<file path="config.mk">
export PLATFORM = sky130hd
export DESIGN_NAME = serial_adder
export DESIGN_NICKNAME = d
export VERILOG_FILES = /design/src/rtl/serial_pkg.sv /design/src/rtl/OneBitFullAdder.sv /design/src/rtl/serial_adder.sv
export SDC_FILE = /design/constraint.sdc
export NUM_CORES = 1
export LEC_CHECK = 0
export ABC_AREA = 1
export BUFFER_PORTS_ARGS = -buffer_cell sky130_fd_sc_hd__buf_2
export CAP_MARGIN = 40
export CORE_AREA = 2 2 56 58
export CTS_CLUSTER_SIZE = 12
export DETAILED_ROUTE_END_ITERATION = 8
export DIE_AREA = 0 0 58 60
export PLACE_DENSITY_LB_ADDON = 0.2
export SKIP_CTS_REPAIR_TIMING = 1
export SYNTH_ARGS = -nofsm -noshare
export SYNTH_HDL_FRONTEND = slang
export SYNTH_HIERARCHICAL = 1
export SYNTH_SLANG_ARGS = --single-unit
</file>
<file path="constraint.sdc">
create_clock -name clk -period 1.26 [get_ports clk]
set_input_delay 0.126 -clock clk [delete_from_list [all_inputs] [get_ports clk]]
set_output_delay 0.126 -clock clk [all_outputs]
set_load 0.05 [all_outputs]
</file>
<file path="src/rtl/serial_pkg.sv">
// Shared definitions for the bit-serial adder: state encoding and default width.
package serial_pkg;

  localparam int unsigned DEFAULT_WIDTH = 8;

  typedef enum logic [1:0] {
    IDLE = 2'd0,
    RUN  = 2'd1,
    DONE = 2'd2
  } state_t;

endpackage

</file>
<file path="src/rtl/OneBitFullAdder.sv">
// Single-bit full adder used as the per-bit add stage of the serial adder.
module OneBitFullAdder (
  input  logic A1,
  input  logic B1,
  input  logic CI,
  output logic S1,
  output logic CO
);

  assign S1 = A1 ^ B1 ^ CI;
  assign CO = (A1 & B1) | (CI & (A1 ^ B1));

endmodule

</file>
<file path="src/rtl/serial_adder.sv">
// Bit-serial adder: processes one operand bit per clock, LSB first, through a
// single full adder; sum shifts in from the MSB side.
module serial_adder
  import serial_pkg::*;
#(
  parameter int unsigned WIDTH = DEFAULT_WIDTH
) (
  input  logic             clk,
  input  logic             rst,
  input  logic             start,
  input  logic [WIDTH-1:0] a,
  input  logic [WIDTH-1:0] b,
  input  logic             cin,
  output logic             busy,
  output logic             done,
  output logic [WIDTH-1:0] sum,
  output logic             cout
);

  localparam int unsigned     CNT_W = $clog2(WIDTH + 1);
  localparam logic [CNT_W-1:0] LAST  = CNT_W'(WIDTH - 1);

  state_t           state;
  state_t           state_nxt;
  logic [WIDTH-1:0] a_sh;
  logic [WIDTH-1:0] b_sh;
  logic [WIDTH-1:0] sum_sh;
  logic             carry;
  logic             cout_q;
  logic [CNT_W-1:0] cnt;
  logic             fa_s;
  logic             fa_co;
  logic             last_bit;

  assign last_bit = (cnt == LAST);

  OneBitFullAdder u_fa (
    .A1 (a_sh[0]),
    .B1 (b_sh[0]),
    .CI (carry),
    .S1 (fa_s),
    .CO (fa_co)
  );

  // State register
  always_ff @(posedge clk) begin
    if (rst) begin
      state <= IDLE;
    end else begin
      state <= state_nxt;
    end
  end

  // Next-state logic
  always_comb begin
    state_nxt = state;
    case (state)
      IDLE:    if (start) state_nxt = RUN;
      RUN:     if (last_bit) state_nxt = DONE;
      DONE:    state_nxt = IDLE;
      default: state_nxt = IDLE;
    endcase
  end

  // Outputs: status decoded from the state register, results from their registers
  always_comb begin
    busy = 1'b0;
    done = 1'b0;
    sum  = sum_sh;
    cout = cout_q;
    case (state)
      RUN:     busy = 1'b1;
      DONE:    done = 1'b1;
      default: ;
    endcase
  end

  // Datapath; cout is only written on the last bit so partial carries stay hidden
  always_ff @(posedge clk) begin
    if (rst) begin
      a_sh   <= '0;
      b_sh   <= '0;
      sum_sh <= '0;
      carry  <= 1'b0;
      cout_q <= 1'b0;
      cnt    <= '0;
    end else begin
      case (state)
        IDLE: begin
          if (start) begin
            a_sh   <= a;
            b_sh   <= b;
            carry  <= cin;
            sum_sh <= '0;
            cnt    <= '0;
          end
        end
        RUN: begin
          sum_sh <= {fa_s, sum_sh[WIDTH-1:1]};
          a_sh   <= {1'b0, a_sh[WIDTH-1:1]};
          b_sh   <= {1'b0, b_sh[WIDTH-1:1]};
          carry  <= fa_co;
          cnt    <= cnt + CNT_W'(1);
          if (last_bit) cout_q <= fa_co;
        end
        default: ;
      endcase
    end
  end

endmodule

</file>
==> results of run 1 <==
## worst max-delay path by stage
stage	slack, ns	start	endpoint	cells after the start
after floorplan	0.02	state[1]	done	2
after global placement	0.12	state[0]	cout	6
after detailed placement	0.10	state[0]	sum[7]	4
after CTS	-0.25	state[0]	busy	3
after global routing	-0.05	state[0]	busy	3
final	0.007	state[0]	busy	3
## metal layers
layer  vias to the layer above  track usage [%]
met2                        27             35.6
met1                       604             25.7
met5                         -                0
li1                        729                -
met3                         7             4.33
met4                         0             9.97
## report_power, final
group | switching, mW | internal, mW | leakage [nW]
Sequential | 0.0273 | 1.05 | 0.262
Clock | 0.350 | 0.265 | 0.0380
Combinational | 0.167 | 0.124 | 0.582
Total | 0.544 | 1.44 | 0.882
## through the flow
stage / instances / setup WS (ns) / area (um^2) / total power [mW] / hold slack [ns]
final: 276 / 0.00719 / 1760 / 1.98 / 0.0267
after global routing: 276 / -0.0495 / 1760 / 2.09 / 0.0400
after CTS: 274 / -0.249 / 1720 / 1.99 / 0.0213
after detailed placement: 266 / 0.102 / 1660 / 1.38 / 0.386
after global placement: 266 / 0.123 / 1660 / 1.38 / 0.379
after floorplan: 201 / 0.0156 / 1410 / 1.27 / 0.269
## critical path, stage by stage, from the launching register on
cell     delay, ns
dfxtp_4       0.39
inv_2         0.05
nor2_4        0.17
buf_6         0.18
## logic make-up (layout without fill, tap and decap cells)
family                     after synthesis  after routing  share of synthesized area (%)
and+or+nand+nor                        121            121                           37.1
DFF                                     32             32                           45.3
buffers and inverters                   29             71                           8.68
AOI/OAI and AO/OA                       17             17                           6.55
adders and majority gates                2              2                           2.30
## cell usage in the layout, fill, tap and decap left out, drive strengths merged
cell type and count:
a21oi 6, nor4 1, clkinv 3, ha 1, fa 1, dfxtp 32, buf 45, inv 17
nor2 14, nand3 42, o22ai 6, nand2 64, clkbuf 6, o21ai 5
## cell type report
cell class / instances / share of cell area, %
multi-input cells: 140 / 37.2
repair buffers: 45 / 16.3
clock inverters: 2 / 0.569
flip-flops and latches: 32 / 36.8
clock buffers: 6 / 2.91
well taps: 33 / 2.35
inverters: 18 / 3.84
## registers in the layout, indices dropped and copies added (netlist names)
| register | flops |
|---|---|
| a_sh | 8 |
| b_sh | 8 |
| carry | 1 |
| cnt | 4 |
| cout | 1 |
| state | 2 |
| sum | 8 |
==> reports/summary.txt, run 1 <==
Status -> finished clean
DR iter-0 viols -> 52
CTS tree -> built
Number of global-route vias before repair -> 1275
Clk buf depth -> 2
Worst-path clk slew -> 0.10 ns
Mapped cell area -> 1410 um^2
Most frequent cells after synthesis -> 62 x nand2_1, 42 x nand3_1, 32 x dfxtp_1, 15 x inv_1, 12 x nor2_1
Nets -> 264
Synth Register Bits -> 32
Initial Utilization -> 48.7%
Diode count -> 0
Per-cell routed wire length -> 11.7 um
Hold Path Origin -> a[7]
Top-count cell post-synth -> nand2_1
Drt drc -> 0
Worst Max-Slew Pin Slew -> 0.280 ns
Worst hold stages -> 3
Routed WL -> 3220 um
Worst Setup End Kind -> output pin
Top layer reached by signal wires -> met4
Initial antenna violation count -> 0
Worst clock skew -> 0.0103 ns
RD Place Congestion -> 0.815
Detailed Place HPWL -> 2370 um
RSZ-0062 raised after global routing -> yes
# Max-Cap Violations -> 0
Slew Limit Fails -> 0
Total negative slack -> 0 ns
Clock Sinks -> 32
# rows -> 20
Largest net degree at the start of global routing -> 19
Unique masters post-synth -> 20
Cell accounting for the most synthesized area -> dfxtp_1
CTS buffer count -> 5
Syn nets -> 223
Leakage power -> 0.882 nW
Share of cells above drive strength 1 -> 25.9%
Post-synth ARST share -> 0%
CP arrival -> 1.13 ns
Ranking of synthesized cells by area -> dfxtp_1 45%, nand2_1 16%, nand3_1 15%, inv_1 4.0%, nor2_1 3.2%
Count of final setup violators -> 0
Die Span X -> 58 um
Gr ovfl total -> 0
PortBufs -> 30
CP required -> 1.13 ns
Reg-to-reg setup timing slack -> 0.09 ns
Syn Area/Cell -> 7.03 um^2
Share of the synthesized area in the top cell type -> 45.3%
Crit Path Max Fanout -> 5
Skew-Pair Late Insertion Delay -> 0.34 ns
Core area -> 2900 um^2
R2R cell count -> 6
First-pass DRT Iterations -> 4
Reg area -> 648 um^2
Layout area overhead -> 24.6%
H-tree levels -> 2
Worst vdd ir -> 713 uV
Fill count -> 288
Wire length of the first global-routing pass -> 5540 um
Via-to-Cell Ratio -> 4.95
# IOs -> 31
Die area -> 3480 um^2
Metal-1 WL -> 1510 um
Seq/Total Area, Yosys -> 45.3%
Clock root buffer -> clkbuf_4
Number of routed nets with antenna violations -> 0
Gate Count Post-Synth -> 201
Hold Path End -> a_sh[7]
PwrDens -> 1130 nW/um^2
DR WL met2 -> 1520 um
Die height -> 60 um
CP startpoint kind -> flop
Setup CP Type -> flop to output pin
Ys Warns -> 6
Final period util -> 99.4%
Reg2Reg Capture Point -> cout
Commonest register cell after synthesis -> dfxtp_1
Slew margin rel. -> 81.1%
Routed wl met3 -> 126 um
HP Class -> primary input to flop
Fmax -> 798 MHz
Final hold viol count -> 0
Min cycle time layout -> 1.25 ns
Area occupied by multi-input gates -> 654 um^2
Final core utilization -> 60.6%
Post-synth EDFFs -> 0
Tot GR Track Use -> 21.1%
R2r startpoint -> state[0]
Total number of vias -> 1367
Note: power is estimated with default switching activity, not from simulation.
==> run 2, diff against run 1 <==
--- a/config.mk
+++ b/config.mk
@@ -8,13 +8,12 @@
 export ABC_AREA = 1
 export BUFFER_PORTS_ARGS = -buffer_cell sky130_fd_sc_hd__buf_2
 export CAP_MARGIN = 40
-export CORE_AREA = 2 2 56 58
+export CORE_AREA = 2 2 59 61
 export CTS_CLUSTER_SIZE = 12
 export DETAILED_ROUTE_END_ITERATION = 8
-export DIE_AREA = 0 0 58 60
+export DIE_AREA = 0 0 61 63
 export PLACE_DENSITY_LB_ADDON = 0.2
 export SKIP_CTS_REPAIR_TIMING = 1
 export SYNTH_ARGS = -nofsm -noshare
 export SYNTH_HDL_FRONTEND = slang
-export SYNTH_HIERARCHICAL = 1
 export SYNTH_SLANG_ARGS = --single-unit
==> reports/summary.txt, run 2 <==
Int Pwr -> 1.75 mW (+22%)
Tot GR Track Use -> 18.7% (-2.4 points)
Worst Setup End Kind -> output pin
Crit path max-delay cell type -> dfxtp_2
R2r startpoint -> carry
Slew Limit Fails -> 0 (unchanged)
Final Power -> 2.35 mW (+19%)
Synth Register Bits -> 32 (unchanged)
Worst-path clk slew -> 0.10 ns (about the same)
Per-cell routed wire length -> 11.2 um (-3.7%)
DR iter-0 viols -> 37 (-29%)
Reg2Reg Capture Point -> carry
CTS tree -> built
Most common cell after layout, fill and taps aside -> nand2_1
CP startpoint kind -> flop
H-tree levels -> 2 (unchanged)
Top-count cell post-synth -> nand2_1
Post-route setup slack -> 0.0423 ns (+0.0351 ns)
Drt drc -> 0 (unchanged)
Most frequent cells after synthesis -> 51 x nand2_1, 38 x nand3_1, 32 x dfxtp_1, 21 x inv_1, 17 x nor2_1
Number of routed nets with antenna violations -> 0 (unchanged)
Logic pwr share -> 16.4% (+1.7 points)
Final period util -> 96.6% (-2.8 points)
RD Place Congestion -> 0.808 (-0.91%)
Die Span X -> 61 um (+5.2%)
Gate Count Post-Synth -> 202 (+0.50%)
Initial antenna violation count -> 0 (unchanged)
Critical Path Max Stage Delay -> 0.39 ns (about the same)
Worst vdd ir -> 706 uV (-1.0%)
CTS buffer count -> 5 (unchanged)
First-pass DRT Iterations -> 4 (unchanged)
Unique masters post-synth -> 20 (unchanged)
Total negative slack -> 0 ns (unchanged)
Share of the synthesized area in the top cell type -> 44.6% (-0.75 points)
Fill count -> 334 (+16%)
Ys Warns -> 0 (-6)
HP Class -> primary input to flop
Hold Path End -> a_sh[7]
Setup CP Type -> flop to output pin
Cell Chain, Critical Path -> inv_2, nor2_1, buf_4
Die area -> 3840 um^2 (+10%)
# IOs -> 31 (unchanged)
Core area -> 3230 um^2 (+11%)
Cell accounting for the most synthesized area -> dfxtp_1
Commonest register cell after synthesis -> dfxtp_1
Sw Ratio -> 25.6% (-1.9 points)
RSZ-0062 raised after global routing -> no
Worst clock skew -> 0.00529 ns (-0.00503 ns)
R2R cell count -> 4 (-2)
Ranking of synthesized cells by area -> dfxtp_1 45%, nand2_1 13%, nand3_1 13%, inv_1 5.5%, nor2_1 4.4%
Total number of vias -> 1360 (-0.51%)
Syn nets -> 224 (+0.45%)
# rows -> 21 (+5.0%)
Clock Sinks -> 32 (unchanged)
Number of global-route vias before repair -> 1211 (-5.0%)
Syn Area/Cell -> 7.11 um^2 (+1.2%)
Mapped cell area -> 1440 um^2 (+1.7%)
# Max-Cap Violations -> 0 (unchanged)
Post-synth EDFFs -> 0 (unchanged)
Worst Max-Slew Pin Slew -> 0.307 ns (+0.0272 ns)
Crit Path Max Fanout -> 3 (-2)
Clk buf depth -> 2 (unchanged)
Skew-Pair Late Insertion Delay -> 0.33 ns (about the same)
Share of cells above drive strength 1 -> 25.6% (-0.31 points)
Layout area overhead -> 26.0%
Final hold viol count -> 0 (unchanged)
Seq/Total Area, Yosys -> 44.6% (-0.75 points)
Die height -> 63 um (+5.0%)
Diode count -> 0 (unchanged)
Fmax -> 821 MHz (+2.9%)
PortBufs -> 30 (unchanged)
Most frequent cells in the layout -> 51 x nand2_1, 38 x nand3_1, 30 x dfxtp_1
Status -> finished clean
Switching power -> 0.602 mW (+11%)
Min cycle time layout -> 1.22 ns (-0.0351 ns)
DP Worst Slack -> 0.0821 ns (-0.0204 ns)
Clock root buffer -> clkbuf_4
Nets -> 263 (-0.38%)
Reg power frac -> 46.4% (-7.9 points)
Detailed Place HPWL -> 2370 um (-0.25%)
CP arrival -> 1.09 ns (-0.04 ns)
Count of final setup violators -> 0 (unchanged)
Initial Utilization -> 44.4% (-4.2 points)
Via-to-Cell Ratio -> 4.72 (-4.7%)
Final core utilization -> 56.0% (-4.7 points)
PwrDens -> 1300 nW/um^2 (+16%)
Reg-to-reg setup timing slack -> 0.09 ns (about the same)
Largest net degree at the start of global routing -> 22 (+3)
Clk pwr share -> 37.2% (+6.2 points)
CP required -> 1.13 ns (about the same)
Routed WL -> 3230 um (+0.53%)
Gr ovfl total -> 0 (unchanged)
Hold Path Origin -> a[7]
Hold_ws -> 0.0448 ns (+0.0180 ns)
Post-synth ARST share -> 0% (unchanged)
Slew margin rel. -> 79.4% (-1.7 points)
Worst hold stages -> 3 (unchanged)
Wire length of the first global-routing pass -> 5380 um (-3.0%)
Leakage power -> 0.880 nW (-0.18%)
-- run 2: changes by cell type in the layout (fill, tap and decap cells not counted), sizes merged --
cell / before / now
clkinv: 3 / 0
o22ai: 6 / 9
nor2: 14 / 20
inv: 17 / 24
nand3: 42 / 38
bufinv: 0 / 1
buf: 45 / 43
nand4: 0 / 2
clkbuf: 6 / 7
or2: 0 / 1
a21oi: 6 / 3
nand2: 64 / 54
-- run 2: power groups by stage --
stage | Clock [mW] | Sequential [mW] | Combinational (mW)
4_1_cts | 0.892 | 1.09 | 0.371
6_report | 0.876 | 1.09 | 0.385
3_5_place_dp | 0 | 1.11 | 0.370
5_1_grt | 0.939 | 1.10 | 0.434
3_3_place_gp | 0 | 1.11 | 0.370
2_1_floorplan | 0 | 1.12 | 0.234
-- run 2: per-layer routing --
| metal | wire (um) | global-route usage (%) | share of wire (%) |
|---|---|---|---|
| met1 | 1590 | 25.1 | 49 |
| met2 | 1460 | 28.5 | 45 |
| met3 | 136 | 5.59 | 4.2 |
| met4 | 50 | 5.71 | 1.5 |
| met5 | 0 | 0 | 0 |
-- run 2: cell type report --
type	count	area (um^2)	share of cell area [%]
clock buffers	7	65.1	3.60
clock inverters	1	30.0	1.66
flip-flops and latches	32	643	35.5
multi-input cells	135	642	35.5
repair buffers	43	282	15.6
inverters	24	90.1	4.98
well taps	46	57.6	3.18
-- run 2: metrics by stage --
stage,instances,area [um^2]
global route,288,1810
floorplan,202,1440
detailed placement,278,1690
finish,288,1810
CTS,286,1780
global placement,278,1690
-- run 2: cell families (layout without fill, tap and decap cells) --
| family | count (synthesis) | after routing | synth area share, % |
|---|---|---|---|
| AOI/OAI and AO/OA | 17 | 17 | 6.71 |
| adders and majority gates | 2 | 2 | 2.26 |
| buffers and inverters | 35 | 75 | 10.7 |
| DFF | 32 | 32 | 44.6 |
| and+or+nand+nor | 116 | 116 | 35.7 |
-- run 2: how the worst max path moves through the flow --
stage                         from      end  slack, ns  cells past startpoint
after floorplan           state[1]     done       0.02                      2
after global placement       carry    carry       0.12                      4
after detailed placement  state[1]  a_sh[6]       0.08                      6
after CTS                 state[0]     busy      -0.17                      3
after global routing      state[1]     done       0.01                      3
final                     state[1]     done       0.04                      3
-- run 2: worst max-delay path: cells and delay by family (launching register included) --
| family | cells | cell delay (ns) |
|---|---|---|
| DFF | 1 | 0.39 |
| buffers and inverters | 2 | 0.28 |
| and+or+nand+nor | 1 | 0.10 |
==> run 3, diff against run 2 <==
--- a/config.mk
+++ b/config.mk
@@ -8,12 +8,13 @@
 export ABC_AREA = 1
 export BUFFER_PORTS_ARGS = -buffer_cell sky130_fd_sc_hd__buf_2
 export CAP_MARGIN = 40
-export CORE_AREA = 2 2 59 61
+export CORE_AREA = 2 2 58 60
 export CTS_CLUSTER_SIZE = 12
 export DETAILED_ROUTE_END_ITERATION = 8
-export DIE_AREA = 0 0 61 63
+export DIE_AREA = 0 0 60 62
 export PLACE_DENSITY_LB_ADDON = 0.2
 export SKIP_CTS_REPAIR_TIMING = 1
 export SYNTH_ARGS = -nofsm -noshare
 export SYNTH_HDL_FRONTEND = slang
+export SYNTH_HIERARCHICAL = 1
 export SYNTH_SLANG_ARGS = --single-unit
==> reports/summary.txt, run 3 (synthesized netlist as in run 1, its figures left out) <==
Worst Setup End Kind -> output pin
RD Place Congestion -> 0.764 (-5.5%)
Most common cell after layout, fill and taps aside -> nand2_1
Worst-path clk slew -> 0.10 ns (about the same)
CP startpoint kind -> flop
Switching power -> 0.548 mW (-8.9%)
Number of routed nets with antenna violations -> 0 (unchanged)
# rows -> 21 (unchanged)
Initial Utilization -> 44.4% (about the same)
Count of final setup violators -> 0 (unchanged)
Int Pwr -> 1.69 mW (-3.6%)
Worst clock skew -> 0.000831 ns (-0.00446 ns)
Worst vdd ir -> 717 uV (+1.6%)
Number of global-route vias before repair -> 1177 (-2.8%)
Clk buf depth -> 2 (unchanged)
Total number of vias -> 1351 (-0.66%)
Fmax -> 802 MHz (-2.3%)
PwrDens -> 1260 nW/um^2 (-2.8%)
Wire length of the first global-routing pass -> 5280 um (-1.8%)
Gr ovfl total -> 0 (unchanged)
Worst hold stages -> 3 (unchanged)
Hold_ws -> 0.0290 ns (-0.0158 ns)
Die area -> 3720 um^2 (-3.2%)
Routed WL -> 3170 um (-1.9%)
Die height -> 62 um (-1.6%)
R2r startpoint -> a_sh[0]
CP required -> 1.13 ns (about the same)
Logic pwr share -> 12.3% (-4.1 points)
Final period util -> 98.9% (+2.3 points)
CTS tree -> built
Total negative slack -> 0 ns (unchanged)
# IOs -> 31 (unchanged)
Slew margin rel. -> 69.2% (-10 points)
H-tree levels -> 2 (unchanged)
Nets -> 260 (-1.1%)
Final hold viol count -> 0 (unchanged)
Largest net degree at the start of global routing -> 17 (-23%)
CTS buffer count -> 5 (unchanged)
Most frequent cells in the layout -> 61 x nand2_1, 42 x nand3_1, 30 x dfxtp_1
HP Class -> primary input to flop
Layout area overhead -> 25.2%
Crit. Startpoint -> state[1]
Per-cell routed wire length -> 11.1 um (-0.88%)
Crit Path Max Fanout -> 3 (unchanged)
Clock root buffer -> clkbuf_4
Leakage power -> 0.874 nW (-0.69%)
# Max-Cap Violations -> 0 (unchanged)
Core area -> 3180 um^2 (-1.6%)
Sw Ratio -> 24.5% (-1.1 points)
CP arrival -> 1.12 ns (+0.03 ns)
First-pass DRT Iterations -> 4 (unchanged)
Post-DP Area -> 1640 um^2 (-2.8%)
Share of cells above drive strength 1 -> 24.7% (-0.93 points)
Design area -> 1770 um^2 (-2.2%)
Slew Limit Fails -> 0 (unchanged)
Skew-Pair Late Insertion Delay -> 0.33 ns (about the same)
Diode count -> 0 (unchanged)
Min cycle time layout -> 1.25 ns (+0.0288 ns)
Worst Max-Slew Pin Slew -> 0.461 ns (+0.153 ns)
Crit path max-delay cell type -> dfxtp_2
Setup CP Type -> flop to output pin
Initial antenna violation count -> 0 (unchanged)
Drt drc -> 0 (unchanged)
Clk pwr share -> 39.6% (+2.4 points)
Die Span X -> 60 um (-1.6%)
R2R cell count -> 5 (+1)
Reg power frac -> 48.2% (+1.8 points)
Status -> finished clean
PortBufs -> 30 (unchanged)
Detailed Place HPWL -> 2230 um (-5.8%)
Via-to-Cell Ratio -> 4.74 (+0.38%)
Critical Path Max Stage Delay -> 0.39 ns (about the same)
RSZ-0062 raised after global routing -> yes
Clock Sinks -> 32 (unchanged)
Hold Path Origin -> b[7]
DR iter-0 viols -> 59 (+59%)
Cell Chain, Critical Path -> inv_2, nor2_1, buf_6
Tot GR Track Use -> 19.6% (+0.93 points)
[run 3: final timing paths]
path              endpoint  slack (ns)
hold reg to reg    a_sh[2]        0.46
setup / recovery      done        0.01
hold / removal     b_sh[7]        0.03
setup reg to reg     carry        0.13
[run 3: per-layer routing]
metal | part of all wire (%) | global-route usage (%) | vias up
met1 | 49 | 25.1 | 579
met4 | 1.5 | 7.62 | 0
met5 | 0 | 0 | -
li1 | - | - | 728
met3 | 5.4 | 7.25 | 6
met2 | 44 | 30.3 | 38
[run 3: stage by stage]
step | power, mW | worst slack, ns | util [%] | std cells
floorplan | 1.27 | 0.0156 | - | 201
global placement | 1.37 | 0.0885 | 51.6 | 276
detailed placement | 1.37 | 0.0538 | 51.6 | 276
CTS | 2.25 | -0.182 | 54.6 | 284
global route | 2.36 | -0.0649 | 55.6 | 285
finish | 2.24 | 0.0135 | 55.6 | 285
[run 3: power by group through the flow]
stage	Sequential (mW)	Combinational (mW)	Clock (mW)
floorplan	1.10	0.169	0
global placement	1.10	0.266	0
detailed placement	1.10	0.266	0
CTS	1.08	0.267	0.909
global route	1.08	0.313	0.964
finish	1.08	0.275	0.885
[run 3: final cells by class]
cell class	count	area, um^2
Fill cell	323	1410
Multi-Input combinational cell	140	654
Sequential cell	32	646
Timing Repair Buffer	41	249
Inverter	18	67.6
Clock buffer	7	65.1
Tap cell	46	57.6
Clock inverter	1	30.0
[run 3: worst max-delay path, delay by kind of cell, from the launching register on]
kind	cells	cell delay, ns
DFF	1	0.39
buffers and inverters	2	0.24
and+or+nand+nor	1	0.15
